===== src/rtl/csd_to_bin.sv =====
// csd_to_bin: MSB-first Horner decoder from CSD pos/neg digit masks to a two's-complement value.
// Define CSD_CANON_CHECK_EN to also flag adjacent nonzero digits in err_o.
module csd_to_bin #(
  parameter int N = 8
) (
  input  logic         clk,
  input  logic         rst_n,
  input  logic         start_i,
  input  logic [N-1:0] pos_i,
  input  logic [N-1:0] neg_i,
  output logic         busy_o,
  output logic         done_o,
  output logic [N:0]   result_o,
  output logic         err_o
);
  localparam int CW = $clog2(N);
  typedef enum logic [1:0] {IDLE, LOAD, SHIFT, DONE} state_t;
  state_t state_q, state_d;
  logic [CW-1:0] cnt_q, cnt_d;
  logic [N-1:0] pos_q, pos_d, neg_q, neg_d;
  logic [N:0] acc_q, acc_d, result_q, result_d;
  logic err_q, err_d, p, n, nz, adj;
  assign p = pos_q[cnt_q];
  assign n = neg_q[cnt_q];
  assign nz = p ^ n;
`ifdef CSD_CANON_CHECK_EN
  logic prev_q;
  assign adj = nz & prev_q;
  always_ff @(posedge clk or negedge rst_n)
    if (!rst_n) prev_q <= 1'b0;
    else if (state_q == LOAD) prev_q <= 1'b0;
    else if (state_q == SHIFT) prev_q <= nz;
`else
  assign adj = 1'b0;
`endif
  always_comb begin
    state_d = state_q;
    cnt_d = cnt_q;
    pos_d = pos_q;
    neg_d = neg_q;
    acc_d = acc_q;
    result_d = result_q;
    err_d = err_q;
    case (state_q)
      IDLE: state_d = start_i ? LOAD : IDLE;
      LOAD: begin
        pos_d = pos_i;
        neg_d = neg_i;
        acc_d = '0;
        err_d = 1'b0;
        cnt_d = CW'(N - 1);
        state_d = SHIFT;
      end
      SHIFT: begin
        acc_d = {acc_q[N-1:0], 1'b0} + (nz ? (p ? (N+1)'(1) : {(N+1){1'b1}}) : '0);
        err_d = err_q | (p & n) | adj;
        cnt_d = (cnt_q == '0) ? cnt_q : cnt_q - 1'b1;
        result_d = (cnt_q == '0) ? acc_d : result_q;
        state_d = (cnt_q == '0) ? DONE : SHIFT;
      end
      default: state_d = IDLE;
    endcase
  end
  always_ff @(posedge clk or negedge rst_n)
    if (!rst_n) begin
      state_q <= IDLE;
      cnt_q <= '0;
      pos_q <= '0;
      neg_q <= '0;
      acc_q <= '0;
      result_q <= '0;
      err_q <= 1'b0;
    end else begin
      state_q <= state_d;
      cnt_q <= cnt_d;
      pos_q <= pos_d;
      neg_q <= neg_d;
      acc_q <= acc_d;
      result_q <= result_d;
      err_q <= err_d;
    end
  assign busy_o = (state_q == LOAD) || (state_q == SHIFT);
  assign done_o = (state_q == DONE);
  assign result_o = result_q;
  assign err_o = err_q;
endmodule


===== config.mk =====
export PLATFORM = sky130hd
export DESIGN_NAME = csd_to_bin
export DESIGN_NICKNAME = d
export VERILOG_FILES = /design/src/rtl/csd_to_bin.sv
export SDC_FILE = /design/constraint.sdc
export NUM_CORES = 1
export LEC_CHECK = 0
export CORE_MARGIN = 2
export CORE_UTILIZATION = 50
export CTS_CLUSTER_DIAMETER = 100
export CTS_CLUSTER_SIZE = 16
export DETAILED_ROUTE_END_ITERATION = 10
export GPL_TIMING_DRIVEN = 0
export PLACE_DENSITY = 0.85
export SYNTH_ARGS = -nofsm -noshare
export SYNTH_HDL_FRONTEND = slang
export SYNTH_SLANG_ARGS = --single-unit

===== constraint.sdc =====
create_clock -name clk -period 3.7 [get_ports clk]
set_input_delay 0.925 -clock clk [delete_from_list [all_inputs] [get_ports clk]]
set_output_delay 0.925 -clock clk [all_outputs]
set_load 0.01 [all_outputs]

# [Word-level counts from Yosys, hierarchy flattened]
# Index checks and enable logic that the tools add are counted.
[op_classes] addsub=2 order_cmp=1 n_eq_ne=4 mux=13 n_bitwise=3 n_reduce_logical=6
[op_table] cell="$mux 9" n=2
[op_table] cell="$pmux 8 s2" n=1
[op_table] cell="$add 9x9->9" n=1
[op_table] cell="$bmux 1 s3" n=2
[op_table] cell="$pmux 2 s3" n=1
[op_table] cell="$pmux 3 s2" n=1
[op_table] cell="$eq 2x2->1 const B" n=2
[op_table] cell="$lt 3x4->1 const B" n=1
[op_table] cell="$mux 1" n=4
[op_table] cell="$reduce_and 2->1" n=2
[op_table] cell="$logic_not 3->1" n=1
[op_table] cell="$mux 3" n=1
[op_table] cell="$sub 3x1->3 const B" n=1
[op_table] cell="$eq 2x1->1 const B" n=1
[op_table] cell="$logic_not 2->1" n=1
[op_table] cell="$ne 2x2->1 const B" n=1
[op_table] cell="$pmux 1 s2" n=1
[op_table] cell="$reduce_bool 2->1" n=1
[op_table] cell="$and 1x1->1" n=1
[op_table] cell="$logic_or 1x1->1" n=1
[op_table] cell="$or 1x1->1" n=1
[op_table] cell="$xor 1x1->1" n=1
[totals] register_bits=39 inputBits=19 elab_cells=36

# [Logic depth before layout (Yosys ltp)]
[depth] word_depth=6 depth_mapped=13 depth_no_buf=10

# [Least setup slack after synthesis]
# OpenSTA, ideal clock, no wires.
[synth_path] path_type="reg2reg" startpoint="reg cnt_q[0]" endpoint="reg acc_q[7]" setup_time_ns=0.131 arrival_ns=2.746 path_slack_ns=0.823 stages_incl_launch_ff=14 path_buffers=3 path_cell_list="dfrtp_1 buf_2 mux4_2 mux2_2 ha_1 buf_4 buf_6 xor2_1 ha_1 nor3b_1 o21ai_1 a31oi_1 xnor2_1 o22ai_1"
[synth_between] elab_chain_len=6
[synth_rtl] item="start, declared" line="19" source="logic [CW-1:0] cnt_q, cnt_d;"
[synth_rtl] item="start signal, assigned" line="75" source="cnt_q <= cnt_d;"
[synth_rtl] item="$bmux 1 s3 (on tied branches)" line="23, 24"
[synth_rtl] item="$mux 1 (on tied branches)" line="23, 24"
[synth_rtl] item="$xor 1x1->1 or $mux 9 (tied branches)" line="25, 55"
[synth_rtl] item="$mux 9 *" line="55" source="acc_d = {acc_q[N-1:0], 1'b0} + (nz ? (p ? (N+1)'(1) : {(N+1){1'b1}}) : '0);"
[synth_rtl] item="$add 9x9->9 *" line="55"
[synth_rtl] item="$pmux 8 s2 *" line="44" source="case (state_q)"
[synth_rtl] item="end signal, assigned" line="70" source="acc_q <= '0;"
[synth_rtl] item="end signal, assigned" line="78" source="acc_q <= acc_d;"
[synth_rtl] item="end, declared" line="21" source="logic [N:0] acc_q, acc_d, result_q, result_d;"
# Mark *: on every way between the ends. The rest lies on a longest branch, timed or not. The select of a mux whose other input is x is not followed.
# A chain may end at the register's enable or synchronous reset.

# [Final worst setup path]
# Same ends and word-level chain as after synthesis.

==> results.json <==
{
  "cts_buffer_depth": 2,
  "die_height_um": 68.8,
  "ys_async_sr_fraction_pct": 100,
  "dieArea_sq_um": 4740,
  "dp_slack_ps": 555,
  "final_cells": 278,
  "worstPathMaxFanout": 10,
  "fin_util_pct": 64.0,
  "yosys_warnings": 0,
  "r2r_setup_slack_ps": 540,
  "io_buffers": 30,
  "grt_use_total_pct": 19.8,
  "cts_sinks": 39,
  "synth_top_area_share_pct": 46.4,
  "worst-setup-path-type": "reg -> reg",
  "clock-skew-final_ps": 4.58,
  "antenna_found_initial": 0,
  "ys_ff_latch": 39,
  "synth-main-ff-cell": "dfrtp_1",
  "post-cts-setup-buffers": 0,
  "placed_cells": 270,
  "overflow": 0,
  "cts_made_buffers": 5,
  "finalCriticalPeriod_ps": 3160,
  "hold_class": "reg -> reg",
  "cp.arrival_ps": 3330,
  "cts_max_level": 2,
  "cp-end-kind": "flop",
  "fin_crit_sh_pct": 85.5,
  "yosys.area.top_type": "dfrtp_1",
  "antennaDiodeCount": 0,
  "status": "finished clean",
  "area_growth_pct": 22.6,
  "cts_tree": "built",
  "crit_path_start_kind": "flop",
  "seq_area_frac_synth_pct": 46.4,
  "ys_top_cells_by_area": "dfrtp_1, mux2_2, ha_1",
  "fmax_ghz": 0.316,
  "gp_congestion": 0.890,
  "multiInputGateArea_sq_um": 987,
  "slew_headroom_pct": 43.6,
  "grt_pass1_wl_um": 6850,
  "cts.reportedPaths.clkPinSlew_ps": 80,
  "synthDistinctLibCells": 41,
  "synth_cells": 190,
  "cp_slowest_stage_delay_ps": 520,
  "pin_count": 31,
  "syn_area_sq_um": 2100,
  "postLayoutCellArea_sq_um": 2580,
  "power_mw": 2.47,
  "syn-num-nets": 220,
  "drt-total-wl_um": 3860,
  "crit_required_ps": 3870,
  "layout_setup_ws_ps": 536,
  "power_density_nw_per_um2": 958,
  "drc_errors": 0,
  "ir_drop_uv": 449,
  "setup_tns_ps": 0,
  "coreArea_sq_um": 4030,
  "die_w_um": 68.8,
  "vias_per_cell": 5.30,
  "start_util_pct": 52.2,
  "syn_avg_cell_area_sq_um": 11.1,
  "root_buffer": "clkbuf_8",
  "first_pass_iters": 4,
  "cts-hold-fix-buffers": 0,
  "clock_latency_ps": 290,
  "cpLargestDelayFamily": "multiplexers",
  "rsz0062_at_grt": "no",
  "grt_pass1_vias": 1549,
  "ant_nets": 0,
  "place_area_sq_um": 2460,
  "synth-edff-count": 0,
  "crit_slowest_cell": "mux4_2",
  "regArea_sq_um": 976,
  "p_leak_nw": 1.14,
  "slew_viol_final": 0,
  "drtIter0Drc": 113,
  "hold_ws_ps": 481,
  "place_hpwl_um": 2860,
  "drv_cap": 0,
  "report.final.setup_viol": 0,
  "grt_max_degree": 40,
  "crit_buf_inv": 3,
  "cp_cell_sequence": "buf_2 > mux4_2 > mux2_2 > ha_1 > buf_4 > buf_6 > xor2_1 > ha_1 > and3b_1 > o21ai_1 > a31oi_1 > xnor2_1 > o22ai_1",
  "vias": 1473,
  "nets": 257,
  "finalHoldViolCount": 0,
  "worstMarginPinSlew_ps": 845,
  "drive_above_1_share_pct": 20.2,
  "wl_per_cell_um": 13.9,
  "fill_cells": 334,
  "ctsResizeCount": 0,
  "core.rowCount": 23,
  "path_common_cell": "ha_1"
}
worst paths after layout:
kind,to,depth (start not counted),from
setup / recovery,acc_q[7]$_DFFE_PN0N_,13,cnt_q[0]$_DFFE_PN0P_
hold / removal,result_o[8]$_DFFE_PN0P_,2,result_o[8]$_DFFE_PN0P_
min in group asynchronous,result_o[7]$_DFFE_PN0P_,1,rst_n
hold reg to reg,result_o[8]$_DFFE_PN0P_,2,result_o[8]$_DFFE_PN0P_
max in group asynchronous,acc_q[1]$_DFFE_PN0N_,1,rst_n
setup reg to reg,acc_q[7]$_DFFE_PN0N_,13,cnt_q[0]$_DFFE_PN0P_
synthesized netlist by cell type, types with 2 or more instances:
master / n
nor3b_1: 2
buf_6: 2
clkbuf_1: 5
xor2_1: 3
nor2_1: 5
o21ai_0: 9
mux2_2: 19
nor3_1: 2
nand2_1: 18
o21ai_1: 4
mux4_2: 4
buf_2: 6
buf_4: 2
a21oi_1: 7
dfrtp_1: 39
ha_1: 11
inv_1: 14
o22ai_1: 5
nand3b_1: 2
nand3_1: 5
xnor2_1: 6
layout make-up:
cell class | count | area share, %
flip-flops and latches | 39 | 37.9
clock inverters | 2 | 1.36
well taps | 50 | 2.43
plain buffers | 15 | 3.35
multi-input cells | 122 | 38.3
inverters | 14 | 2.04
repair buffers | 30 | 11.5
clock buffers | 6 | 3.20
cell families after synthesis:
group	share of synthesized area, %
AOI/OAI and AO/OA	10.3
xor gates and xnor gates	3.75
adders and majority gates	6.55
buffers and inverters	6.61
DFF	46.4
muxes	14.9
and+or+nand+nor	11.4
layout by cell type, fill, tap and decap left out, types with 6 or more instances in the layout:
cell type        Yosys  routed
buf_2                6       7
dfrtp_1             39      39
o21ai_0              9       9
mux2_2              19      19
clkdlybuf4s50_1      0      29
nand2_1             18      18
clkbuf_8             0       6
a21oi_1              7       7
ha_1                11      11
xnor2_1              6       6
inv_1               14      14
tightest hold or removal path, cell delays in order, from the launching register on:
cell and delay (ps):
dfrtp_1 350, nand2_1 50, nand3_1 50
per-layer routing:
metal / global-route usage, % / share of wire, %
met1: 24.3 / 44
met2: 33.2 / 49
met3: 5.52 / 4.9
met4: 7.35 / 1.7
met5: 0 / 0
registers in the layout, summed over array words and instances (netlist names):
name and count:
acc_q 8, pos_q 8, neg_q 8, result_o 9, err_o 1, cnt_q 3
state_q 2
power by group:
| group | switching [mW] | total, mW | internal (mW) | leakage, nW |
|---|---|---|---|---|
| Clock | 0.149 | 0.368 | 0.218 | 0.0612 |
| Combinational | 0.679 | 1.37 | 0.692 | 0.608 |
| Sequential | 0.109 | 0.731 | 0.622 | 0.469 |
| Total | 0.937 | 2.47 | 1.53 | 1.14 |
(Power assumes the default switching activity.)
